$ cat src/rtl/crg_result_reader_pkg.sv
// Shared types and sizing for the result reader.
// Holds the default RAM word / address / byte widths, the number of bytes
// per RAM word, and the readout FSM state encoding.
package crg_result_reader_pkg;

  localparam int WORD_W         = 256;
  localparam int ADDR_W         = 8;
  localparam int BYTE_W         = 8;
  localparam int BYTES_PER_WORD = WORD_W / BYTE_W;

  typedef enum logic [2:0] {
    IDLE    = 3'd0,
    RD_REQ  = 3'd1,
    RD_WAIT = 3'd2,
    SEND    = 3'd3,
    FINISH  = 3'd4
  } state_t;

endpackage

$ cat src/rtl/crg_result_reader_if.sv
// Bundle of the readout request, result-RAM read port, UART byte handshake
// and status signals of crg_result_reader.
//   master : the reader (drives ram_addr, tx_data, tx_valid, busy, done)
//   slave  : its environment (drives start, first_addr, num_words,
//            ram_rdata, tx_ready)
interface crg_result_reader_if #(
  parameter int WORD_W = crg_result_reader_pkg::WORD_W,
  parameter int ADDR_W = crg_result_reader_pkg::ADDR_W,
  parameter int BYTE_W = crg_result_reader_pkg::BYTE_W
);

  logic              start;
  logic [ADDR_W-1:0] first_addr;
  logic [ADDR_W:0]   num_words;
  logic [ADDR_W-1:0] ram_addr;
  logic [WORD_W-1:0] ram_rdata;
  logic [BYTE_W-1:0] tx_data;
  logic              tx_valid;
  logic              tx_ready;
  logic              busy;
  logic              done;

  modport master (
    input  start, first_addr, num_words, ram_rdata, tx_ready,
    output ram_addr, tx_data, tx_valid, busy, done
  );

  modport slave (
    output start, first_addr, num_words, ram_rdata, tx_ready,
    input  ram_addr, tx_data, tx_valid, busy, done
  );

endinterface

$ cat src/rtl/crg_word_serializer.sv
// Byte shifter: captures one RAM word and presents it one byte at a time,
// least-significant byte first.
//   clk, rst_n : clock, synchronous active-low reset
//   load       : capture word and restart the byte count
//   word       : RAM word to serialise
//   shift      : current byte accepted, advance to the next one
//   byte_out   : byte currently on offer
//   last       : byte_out is the final byte of the word
module crg_word_serializer #(
  parameter int WORD_W = crg_result_reader_pkg::WORD_W,
  parameter int BYTE_W = crg_result_reader_pkg::BYTE_W
) (
  input  logic              clk,
  input  logic              rst_n,
  input  logic              load,
  input  logic [WORD_W-1:0] word,
  input  logic              shift,
  output logic [BYTE_W-1:0] byte_out,
  output logic              last
);

  localparam int NBYTES = WORD_W / BYTE_W;
  localparam int CNT_W  = $clog2(NBYTES);
  localparam logic [CNT_W-1:0] CNT_ONE  = CNT_W'(1);
  localparam logic [CNT_W-1:0] CNT_LAST = CNT_W'(NBYTES - 1);

  logic [WORD_W-1:0] sreg;
  logic [CNT_W-1:0]  cnt;

  always_ff @(posedge clk) begin
    if (!rst_n) begin
      sreg <= '0;
      cnt  <= '0;
    end else if (load) begin
      sreg <= word;
      cnt  <= '0;
    end else if (shift) begin
      sreg <= sreg >> BYTE_W;
      cnt  <= cnt + CNT_ONE;
    end
  end

  assign byte_out = sreg[BYTE_W-1:0];
  assign last     = (cnt == CNT_LAST);

endmodule

$ cat src/rtl/crg_result_reader.sv
// Reads num_words consecutive words from the result RAM, starting at
// first_addr (wrapping modulo 2^ADDR_W), and streams every word to the UART
// transmitter byte by byte, least-significant byte first.
//   clk, rst_n : clock, synchronous active-low reset
//   bus        : request, RAM read port, byte handshake, busy/done status
module crg_result_reader #(
  parameter int WORD_W = crg_result_reader_pkg::WORD_W,
  parameter int ADDR_W = crg_result_reader_pkg::ADDR_W,
  parameter int BYTE_W = crg_result_reader_pkg::BYTE_W
) (
  input  logic                clk,
  input  logic                rst_n,
  crg_result_reader_if.master bus
);

  import crg_result_reader_pkg::*;

  localparam logic [ADDR_W-1:0] ADDR_ONE = ADDR_W'(1);
  localparam logic [ADDR_W:0]   REM_ONE  = (ADDR_W + 1)'(1);

  state_t            state, state_nxt;
  logic [ADDR_W-1:0] addr;
  logic [ADDR_W:0]   remaining;
  logic [ADDR_W-1:0] ram_addr_q;
  logic [ADDR_W-1:0] addr_inc;
  logic [BYTE_W-1:0] ser_byte;
  logic              ser_last;
  logic              accept;
  logic              word_done;
  logic              more_words;

  assign accept     = (state == SEND) && bus.tx_ready;
  assign word_done  = accept && ser_last;
  assign more_words = (remaining > REM_ONE);
  assign addr_inc   = addr + ADDR_ONE;

  always_comb begin
    state_nxt = state;
    unique case (state)
      IDLE: begin
        if (bus.start) begin
          state_nxt = (bus.num_words == '0) ? FINISH : RD_REQ;
        end
      end
      RD_REQ:  state_nxt = RD_WAIT;
      RD_WAIT: state_nxt = SEND;
      SEND: begin
        if (word_done) begin
          state_nxt = more_words ? RD_REQ : FINISH;
        end
      end
      FINISH:  state_nxt = IDLE;
      default: state_nxt = IDLE;
    endcase
  end

  // ram_addr is loaded on the edge that enters RD_REQ so the RAM sees the
  // address during RD_REQ and returns data for the RD_WAIT->SEND edge.
  always_ff @(posedge clk) begin
    if (!rst_n) begin
      state      <= IDLE;
      addr       <= '0;
      remaining  <= '0;
      ram_addr_q <= '0;
    end else begin
      state <= state_nxt;
      if (state == IDLE && bus.start) begin
        addr      <= bus.first_addr;
        remaining <= bus.num_words;
        if (bus.num_words != '0) begin
          ram_addr_q <= bus.first_addr;
        end
      end
      if (word_done) begin
        addr      <= addr_inc;
        remaining <= remaining - REM_ONE;
        if (more_words) begin
          ram_addr_q <= addr_inc;
        end
      end
    end
  end

  crg_word_serializer #(
    .WORD_W (WORD_W),
    .BYTE_W (BYTE_W)
  ) u_ser (
    .clk      (clk),
    .rst_n    (rst_n),
    .load     (state == RD_WAIT),
    .word     (bus.ram_rdata),
    .shift    (accept),
    .byte_out (ser_byte),
    .last     (ser_last)
  );

  assign bus.ram_addr = ram_addr_q;
  assign bus.tx_data  = ser_byte;
  assign bus.tx_valid = (state == SEND);
  assign bus.busy     = (state == RD_REQ) || (state == RD_WAIT) || (state == SEND);
  assign bus.done     = (state == FINISH);

endmodule

$ cat src/flat_wrapper.sv
// flat-port wrapper written by rule: the top's interface ports become plain ports
module crg_result_reader_flat import crg_result_reader_pkg::*;
#(
  parameter int WORD_W = crg_result_reader_pkg::WORD_W,
  parameter int ADDR_W = crg_result_reader_pkg::ADDR_W,
  parameter int BYTE_W = crg_result_reader_pkg::BYTE_W
)
  (clk, rst_n, bus_start, bus_first_addr, bus_num_words, bus_ram_rdata, bus_tx_ready, bus_ram_addr, bus_tx_data, bus_tx_valid, bus_busy, bus_done);
  crg_result_reader_if #(.WORD_W(WORD_W), .ADDR_W(ADDR_W), .BYTE_W(BYTE_W)) bus_i ();
  input  logic clk;
  input  logic rst_n;
  input wire logic [$bits(bus_i.start)-1:0] bus_start;
  input wire logic [$bits(bus_i.first_addr)-1:0] bus_first_addr;
  input wire logic [$bits(bus_i.num_words)-1:0] bus_num_words;
  input wire logic [$bits(bus_i.ram_rdata)-1:0] bus_ram_rdata;
  input wire logic [$bits(bus_i.tx_ready)-1:0] bus_tx_ready;
  output wire logic [$bits(bus_i.ram_addr)-1:0] bus_ram_addr;
  output wire logic [$bits(bus_i.tx_data)-1:0] bus_tx_data;
  output wire logic [$bits(bus_i.tx_valid)-1:0] bus_tx_valid;
  output wire logic [$bits(bus_i.busy)-1:0] bus_busy;
  output wire logic [$bits(bus_i.done)-1:0] bus_done;
  assign bus_i.start = bus_start;
  assign bus_i.first_addr = bus_first_addr;
  assign bus_i.num_words = bus_num_words;
  assign bus_i.ram_rdata = bus_ram_rdata;
  assign bus_i.tx_ready = bus_tx_ready;
  assign bus_ram_addr = bus_i.ram_addr;
  assign bus_tx_data = bus_i.tx_data;
  assign bus_tx_valid = bus_i.tx_valid;
  assign bus_busy = bus_i.busy;
  assign bus_done = bus_i.done;
  crg_result_reader #(.WORD_W(WORD_W), .ADDR_W(ADDR_W), .BYTE_W(BYTE_W)) u_core (.clk(clk), .rst_n(rst_n), .bus(bus_i));
endmodule
$ cat config.mk
export PLATFORM = sky130hd
export DESIGN_NAME = crg_result_reader_flat
export DESIGN_NICKNAME = d
export VERILOG_FILES = /design/src/rtl/crg_result_reader_pkg.sv /design/src/rtl/crg_result_reader_if.sv /design/src/rtl/crg_word_serializer.sv /design/src/rtl/crg_result_reader.sv /design/src/flat_wrapper.sv
export SDC_FILE = /design/constraint.sdc
export NUM_CORES = 1
export LEC_CHECK = 0
export CAP_MARGIN = 20
export CORE_MARGIN = 1
export CORE_UTILIZATION = 40
export CTS_CLUSTER_DIAMETER = 40
export DETAILED_ROUTE_END_ITERATION = 8
export PLACE_DENSITY = 0.67
export SYNTH_ARGS = -nofsm -noshare
export SYNTH_HDL_FRONTEND = slang
export SYNTH_SLANG_ARGS = --single-unit
$ cat constraint.sdc
create_clock -name clk -period 2.1 [get_ports clk]
set_input_delay 0.42 -clock clk [delete_from_list [all_inputs] [get_ports clk]]
set_output_delay 0.42 -clock clk [all_outputs]
set_load 0.01 [all_outputs]
## Word-level counts from Yosys, hierarchy flattened

Cells that the tools add are included.

| operators by class | value |
|---|---|
| $add $sub $neg | 3 |
| $mul | 0 |
| div/mod/pow operators | 0 |
| $lt $le $gt $ge | 1 |
| equality and inequality tests | 7 |
| shift operators | 0 |
| mux-type cells | 15 |
| bitwise gates (word level) | 1 |
| reductions and logical operators | 12 |

Operators by type and width:

| operator | count |
|---|---|
| two-way mux 256 bit | 2 |
| two-way mux 8 bit | 6 |
| two-way mux 9 bit | 2 |
| two-way mux 3 bit | 4 |
| one-hot mux 3 bit (4 select lines) | 1 |
| > comparator 9 x 1 -> 1 bit, second input constant | 1 |
| logical NOT 9 bit | 1 |
| nonzero test 9 bit | 1 |
| subtractor 9 x 1 -> 9 bit, second input constant | 1 |
| adder 8 x 1 -> 8 bit, second input constant | 1 |
| equality test 3 x 2 -> 1 bit, second input constant | 2 |
| adder 5 x 1 -> 5 bit, second input constant | 1 |
| equality test 5 bit, second input constant | 1 |
| nonzero test 2 bit | 2 |
| equality test 3 x 1 -> 1 bit, second input constant | 1 |
| equality test 3 bit, second input constant | 1 |
| logical AND 1 bit | 3 |
| logical NOT 3 bit | 1 |
| logical OR 1 bit | 2 |
| != test 2 x 1 -> 1 bit, second input constant | 1 |
| != test 2 bit, second input constant | 1 |
| AND reduction 2 bit | 1 |
| OR reduction 2 bit | 1 |
| inverter 1 bit | 1 |

| word-level totals | value |
|---|---|
| bits in registers | 289 |
| bits in latches | 0 |
| bits in writable memories | 0 |
| ROM bits | 0 |
| input port bits | 277 |
| output and inout port bits | 19 |
| logic and storage cells | 45 |
| memories | 0 |

## Longest topological paths before layout

Gate-level depths: netlist (run 1).

| depth | value |
|---|---|
| word-level depth | 5 |
| gate-level depth with buffers | 8 |
| gate-level depth less buffers | 7 |

## By module

Synthesis (run 1) repeated with hierarchy kept, for this count alone.

| second synthesis, totals | value |
|---|---|
| cells, all modules | 1360 |
| area total of the unflattened synthesis | 14684.1 um^2 |

Modules (own cells, without submodules):

| module | instances | cells an instance | area an instance (um^2) | sequential area each (um^2) |
|---|---|---|---|---|
| crg_word_serializer | 1 | 1169 | 13087.6 | 5225.0 |
| crg_result_reader | 1 | 191 | 1596.5 | 560.5 |

## Least setup slack after synthesis (run 1)

OpenSTA, ideal clock, no wires.

| timing | value |
|---|---|
| path kind | reg2reg |
| start | register u_core.u_ser.cnt[0] |
| end | register u_core.ram_addr_q[0], in the netlist u_core.bus.ram_addr[0] |
| library setup time | 122 ps |
| arrival time | 1638 ps |
| data required time | 1978 ps |
| slack | 341 ps |
| stages on the path, launching flop included | 8 |
| buffers on the path | 0 |
| clock period less this slack | 1759 ps |
| path through | dfxtp_1 ha_1 and3_1 ha_1 nand2_1 nor2_2 and2_1 o311a_1 |

| between the ends | value |
|---|---|
| longest elaborated chain between the ends | 3 |

Ends and longest elaborated chain:

| what | line | source |
|---|---|---|
| from (decl) | crg_word_serializer.sv:28 | `logic [CNT_W-1:0] cnt;` |
| from (signal assigned) | crg_word_serializer.sv:39 | `cnt <= cnt + CNT_ONE;` |
| equality test 5 bit | crg_word_serializer.sv:44 | `assign last = (cnt == CNT_LAST);` |
| logical AND 1 bit | crg_result_reader.sv:33 | `assign word_done = accept && ser_last;` |
| two-way mux 8 bit | crg_result_reader.sv:74 | `if (word_done) begin` |
| to (signal assigned) | crg_result_reader.sv:71 | `ram_addr_q <= bus.first_addr;` |
| to (signal assigned) | crg_result_reader.sv:78 | `ram_addr_q <= addr_inc;` |
| to (decl) | crg_result_reader.sv:24 | `logic [ADDR_W-1:0] ram_addr_q;` |

No other way between the ends.
A chain may end at the register's enable or synchronous reset.

## Worst setup path in the final report (run 1)

| timing | value |
|---|---|
| start | register u_core.state[2] |
| end | output port bus_tx_valid |

| between the ends | value |
|---|---|
| longest elaborated chain between the ends | 1 |

Ends and longest elaborated chain:

| what | line | source |
|---|---|---|
| from (decl) | crg_result_reader.sv:21 | `state_t state, state_nxt;` |
| from (signal assigned) | crg_result_reader.sv:66 | `state <= state_nxt;` |
| equality test 3 x 2 -> 1 bit | crg_result_reader.sv:99 | `assign bus.tx_valid = (state == SEND);` |
| to (decl) | flat_wrapper.sv:19 | `output wire logic [$bits(bus_i.tx_valid)-1:0] bus_tx_valid;` |

No other way between the ends.

==> impl_metrics.csv, run 1 <==
group,metric,value,unit
status,outcome,"finished clean",
setup_path,critPathLaunch,"u_core.state[2]",
clocking,cts_tree,"done",
setup_path,crit_fanout,7,
drt,wl_per_cell,17.1,µm
synth,synth_top_cell_area_share,46.7,%
setup_path,cp_cell_sequence,"buf_4 -> nand3b_2 -> inv_1 -> dlygate4sd2_1",
synth,synthesis.instances,1364,
clocking,clock-sinks,289,
floorplanning,dieHeight,178,µm
clocking,clockBufferDepth,3,
pwr,peakVddDrop,0.636,mV
clocking,cts_root_buffer,"clkbuf_16",
timing,report.final.slew_viol_count,0,
grt,met1_usage,28.4,%
setup_path,cp.required,1.68,ns
placement,post-dp-hpwl,23800,µm
grt,grt_pass1_vias,10900,
clocking,cts_hold_buf,0,
grt,busiest_layer,"met2",
timing,max_freq,502,MHz
drt,viasPerCell,5.37,
synth,yosysTopAreaCell,"dfxtp_1",
setup_path,critPathKind,"reg2out",
min_path,holdPathStages,2,
setup_path,r2r_start,"u_core.u_ser.cnt[0]",
finish,drive_gt1_share,9.56,%
setup_path,r2r_slack,0.11,ns
grt,grt_max_degree,126,
synth,ys_seq_area_share,46.7,%
finish,nets,1919,
synth,yosysUniqueCellTypes,46,
synth,synth_edf_count,0,
clocking,insertion_delay,0.54,ns
min_path,hp-class,"in2reg",
clocking,cts_buffers,46,
setup_path,arrival,1.57,ns
setup_path,reg2reg_depth,8,
synth,synth_fp_nets,1646,
synth,synth_seq_cells,289,
synth,ys_top_cells_by_area,"dfxtp_1 47%, a22oi_1 15%, a21boi_0 15%, nand2_1 8.5%, buf_2 2.8%",
synth,synth_warnings,0,
clocking,path_clk_slew,0.06,ns
placement,place_ws,-0.0321,ns
synth,ys.flop_type,"dfxtp_1",
timing,hold_ws,0.258,ns
synth,synth.avg_cell_area,9.08,µm²
setup_path,critical-path-max-stage-delay,0.30,ns
floorplanning,coreArea,30500,µm²
pwr,pwr_density_cell,894,nW/µm²
finish,design_area,17600,µm²
synth,syn_area,12400,µm²
setup_path,critPathBufInv,3,
setup_path,cp-end-kind,"output port",
drt,vias,11200,
min_path,hold_path_end,"u_core.bus.ram_addr[5]",
floorplanning,die_area,31700,µm²
floorplanning,io_pins,296,
setup_path,cp_slowest_cell,"dfxtp_1",
timing,tightest_slew,0.568,ns
floorplanning,start_util,40.6,%
drt,drc_errors,0,
finish,final_common_cell,"clkdlybuf4s50_1",
floorplanning,die_w,178,µm
drt,ant_nets,0,
placement,routabilityCongestion,0.808,
drt,firstDrtPassIters,5,
synth,async_reset_ff_share,0,%
timing,setup_viol,0,
timing,final.setup_skew,0.0176,ns
setup_path,r2r-end,"u_core.bus.ram_addr[3]",
grt,use_met2,35.2,%
setup_path,start_kind,"register",
finish,finish.utilization,57.6,%
finish,syn_to_final_growth,41.8,%
floorplanning,rows,64,
timing,fin_crit,1.99,ns
grt,antenna_found_initial,3,
grt,overflow,0,
drt,drt_iter0_drc,690,
clocking,cts-htree-levels,2,
finish,layout_common_cells,"291 x clkdlybuf4s50_1, 287 x dfxtp_1, 281 x nand2_1, 253 x a22oi_1, 248 x a21boi_0",
timing,fin_crit_sh,94.9,%
grt,use_met3,4.84,%
clocking,cts_setup_buffers,0,
drt,drt-total-wl,35600,µm
pwr,p_leak,6.02,nW
timing,setup_ws,0.107,ns
grt,grt_pass1_wl,55500,µm
setup_path,cpLargestDelayFamily,"buffers and inverters",
grt,grt_use_total,21.6,%
timing,rsz0062_at_grt,"false",
timing,fin_tns_setup,0,ns
flow_run,drv_cap,0,
timing,hold_viol,0,
placement,portBuffers,295,
min_path,hold_start,"rst_n",
placement,place_area,16000,µm²
timing,relSlewSlack,62.1,%
## cells by family after synthesis
logic type | count (synthesis) | synth area share, %
buffers and inverters | 139 | 5.43
DFF | 289 | 46.7
AOI/OAI and AO/OA | 574 | 35.0
and+or+nand+nor | 351 | 11.9
xor gates and xnor gates | 6 | 0.424
adders and majority gates | 5 | 0.505
## cells in the mapped netlist (2+ instances only)
cell       count
a21boi_0     248
a311oi_1       2
a21boi_1      27
dfxtp_1      289
a32oi_1        2
nor2_2         2
a21oi_1        4
nor3_1        10
o211a_1        3
buf_4         17
o21ai_0        7
nand2_1      282
o211ai_1       4
and3_1         9
inv_1          7
a32o_1         3
o311a_1        6
o41ai_1        2
a2bb2oi_1      2
and2_1         2
xor2_1         3
nand4_1        2
buf_2         70
a211oi_1       2
a22oi_1      253
o221a_2        3
nor4_1         2
xnor2_1        3
nand4b_1       3
ha_1           5
nor2_1        11
clkbuf_1      45
nand3_1       21
## metrics by stage
step | total power, W | cells
after global routing | 0.0163 | 2073
after floorplan | 0.00719 | 1364
after detailed placement | 0.00822 | 1985
after global placement | 0.00819 | 1985
after CTS | 0.0159 | 2070
final | 0.0157 | 2076
## cell type report
class / count / area [µm²]
Multi-Input combinational cell: 936 / 5970
Clock inverter: 27 / 303
Timing Repair Buffer: 357 / 3710
Sequential cell: 289 / 5790
Fill cell: 2735 / 12900
Clock buffer: 58 / 1270
Inverter: 7 / 26.3
Tap cell: 396 / 495
Antenna cell: 6 / 15.0
## worst reg2reg max path, stage by stage, from the launching register on
cell	delay, ns
dfxtp_1	0.33
ha_1	0.21
and3_1	0.18
ha_1	0.22
nand2_2	0.13
nor2_2	0.05
buf_4	0.17
and2_1	0.20
o311a_1	0.37
## flip-flops by register name, indices dropped and copies added (netlist names)
name,flops
u_core.remaining,9
u_core.state,3
u_core.addr,8
u_core.u_ser.cnt,5
u_core.u_ser.sreg,256
u_core.bus.ram_addr,8
## report_power, final
group	internal, W	switching [W]
clock network	0.00481	0.00280
logic	0.00111	0.000920
registers	0.00585	0.000228
total	0.0118	0.00395
## repair_timing
| item | 4_1_cts | 5_1_grt |
|---|---|---|
| endpoints found under the setup margin | 3 | 8 |
| resized for setup | 5 | 5 |
| pin swaps | 0 | 0 |
## metal layers
layer  part of all wire (%)  vias to the layer above
li1                       -                     5537
met1                     45                     5262
met2                     46                      300
met3                    6.4                       56
met4                    2.3                        0
met5                      0                        -
## worst max path at each step
stage,endpoint,slack (ns),cells past startpoint
after floorplan,u_core.bus.ram_addr[0],0.34,7
after global placement,u_core.bus.ram_addr[7],0.02,6
after detailed placement,u_core.u_ser.sreg[166],-0.03,6
after CTS,bus_done,-0.15,2
after global routing,bus_tx_valid,0.006,4
final,bus_tx_valid,0.11,4
No activity file was read; power rests on OpenSTA's default activity.
==> run 2: changes to the inputs <==
MAX_ROUTING_LAYER = met4   (was default)
clock period = 2.4 ns   (was 2.1 ns; I/O delays follow)
==> run 2 against run 1 <==
- first-iteration DRC count rose by 12%
- register-to-register slack improved by 0.27 ns
- combinational power fell by 15%
- global-route usage grew 0.42 points
- final area shrank 0.33%
- largest cell class unchanged
- highest routed layer unchanged
==> impl_metrics.csv, run 2 (synthesis gave the netlist of run 1 again) <==
group,metric,value,unit
status,outcome,"finished clean",
clocking,path_clk_slew,0.05,ns
grt,use_met2,34.9,%
setup_path,start_kind,"register",
grt,antenna_found_initial,6,
pwr,pwr_density_cell,824,nW/µm²
min_path,hp-class,"in2reg",
finish,nets,1894,
grt,grt_pass1_vias,10700,
clocking,cts_tree,"done",
placement,post-dp-hpwl,23100,µm
drt,wl_per_cell,17.1,µm
timing,rsz0062_at_grt,"false",
finish,regMostFlops,"u_core.u_ser.sreg",
grt,met1_usage,28.5,%
setup_path,critPathKind,"reg2out",
pwr,power_frac_comb,12.0,%
clocking,clock-sinks,289,
floorplanning,coreArea,30500,µm²
timing,report.final.slew_viol_count,0,
floorplanning,start_util,40.6,%
grt,grt_use_total,22.1,%
drt,drc_errors,0,
timing,tightest_slew,0.653,ns
setup_path,arrival,1.75,ns
finish,drive_gt1_share,8.25,%
clocking,cts-htree-levels,2,
placement,routabilityCongestion,0.809,
finish,largest_reg_flops,256,
grt,busiest_layer,"met2",
clocking,cts_setup_buffers,0,
drt,drt_iter0_drc,774,
timing,fin_crit,2.23,ns
finish,final_common_cell,"clkdlybuf4s50_1",
timing,final.setup_skew,0.0196,ns
pwr,peakVddDrop,0.464,mV
pwr,p_clk_share,51.1,%
setup_path,cp-end-kind,"output port",
timing,fin_crit_sh,93.0,%
drt,ant_nets,0,
finish,multi_input_area,5960,µm²
drt,vias,11000,
timing,relSlewSlack,56.5,%
pwr,p_leak,5.97,nW
placement,portBuffers,295,
grt,grt_max_degree,137,
clocking,clockBufferDepth,3,
finish,seqCellArea,5790,µm²
floorplanning,die_w,178,µm
floorplanning,dieHeight,178,µm
pwr,swShare,23.3,%
setup_path,cp.required,1.92,ns
timing,hold_viol,0,
finish,fillCellCount,2693,
timing,setup_ws,0.169,ns
clocking,cts_hold_buf,0,
drt,firstDrtPassIters,5,
placement,place_ws,0.155,ns
grt,overflow,0,
grt,grt_pass1_wl,54700,µm
timing,max_freq,448,MHz
timing,hold_ws,0.360,ns
flow_run,drv_cap,0,
timing,fin_tns_setup,0,ns
clocking,cts_buffers,45,
clocking,cts_root_buffer,"clkbuf_16",
floorplanning,rows,64,
floorplanning,io_pins,296,
drt,viasPerCell,5.37,
setup_path,crit_fanout,8,
pwr,power_switching,0.00337,W
floorplanning,die_area,31700,µm²
pwr,power_frac_seq,36.9,%
finish,layout_common_cells,"293 x clkdlybuf4s50_1, 286 x dfxtp_1, 282 x nand2_1, 253 x a22oi_1, 248 x a21boi_0",
timing,setup_viol,0,
pwr,intPower,0.0111,W
clocking,insertion_delay,0.53,ns
finish,top_regs,"u_core.u_ser.sreg: 256 flops, u_core.remaining: 9 flops",
drt,drt-total-wl,35100,µm
finish,syn_to_final_growth,41.3,%
grt,use_met3,4.35,%
[run 2: worst paths after layout]
path                            end  depth (start not counted)  slack, ns              startpoint
max                    bus_tx_valid                          3       0.17         u_core.state[2]
min          u_core.bus.ram_addr[3]                          2       0.36                   rst_n
max reg2reg     u_core.remaining[5]                          7       0.38     u_core.u_ser.cnt[1]
min reg2reg  u_core.u_ser.sreg[161]                          2       0.45  u_core.u_ser.sreg[161]
[run 2: power by group through the flow]
stage	Combinational, W	Sequential [W]	Clock (W)
2_1_floorplan	0.000941	0.00535	0
3_3_place_gp	0.00172	0.00541	0
3_5_place_dp	0.00174	0.00541	0
4_1_cts	0.00175	0.00532	0.00750
5_1_grt	0.00191	0.00535	0.00773
6_report	0.00173	0.00532	0.00737
[run 2: timing repair]
| action | in CTS | in global routing |
|---|---|---|
| endpoints found under the setup margin | 3 | 2 |
| hold endpoints to repair | 0 | 0 |
| pin swaps | 0 | 0 |
| gates resized for setup | 4 | 3 |
[run 2: worst max-delay path, stage by stage, from the launching register on]
cell             delay, ns
dfxtp_2               0.37
nand3b_4              0.21
inv_1                 0.11
clkdlybuf4s50_1       0.54
[run 2: through the flow]
stage / cells / utilization (%) / total power [W] / area (µm²)
after floorplan: 1364 / - / 0.00629 / 12400
after global placement: 1961 / 51.6 / 0.00712 / 15700
after detailed placement: 1961 / 51.6 / 0.00715 / 15700
after CTS: 2045 / 57.3 / 0.0146 / 17500
after global routing: 2052 / 57.4 / 0.0150 / 17500
final: 2052 / 57.4 / 0.0144 / 17500
[run 2: final cells by class]
cell class                 instances  area share, %
sequential                       289           33.1
antenna                            7          0.100
inverter                           7          0.150
timing repair buffer             333           19.9
multi-input combinational        936           34.0
clock buffer                      53           7.07
tap                              396           2.83
clock inverter                    31           2.83
[run 2: metal layers]
| metal | wire (µm) | vias to the layer above |
|---|---|---|
| li1 | - | 5480 |
| met4 | 686 | 0 |
| met5 | 0 | - |
| met2 | 16400 | 283 |
| met1 | 15900 | 5203 |
| met3 | 2050 | 53 |
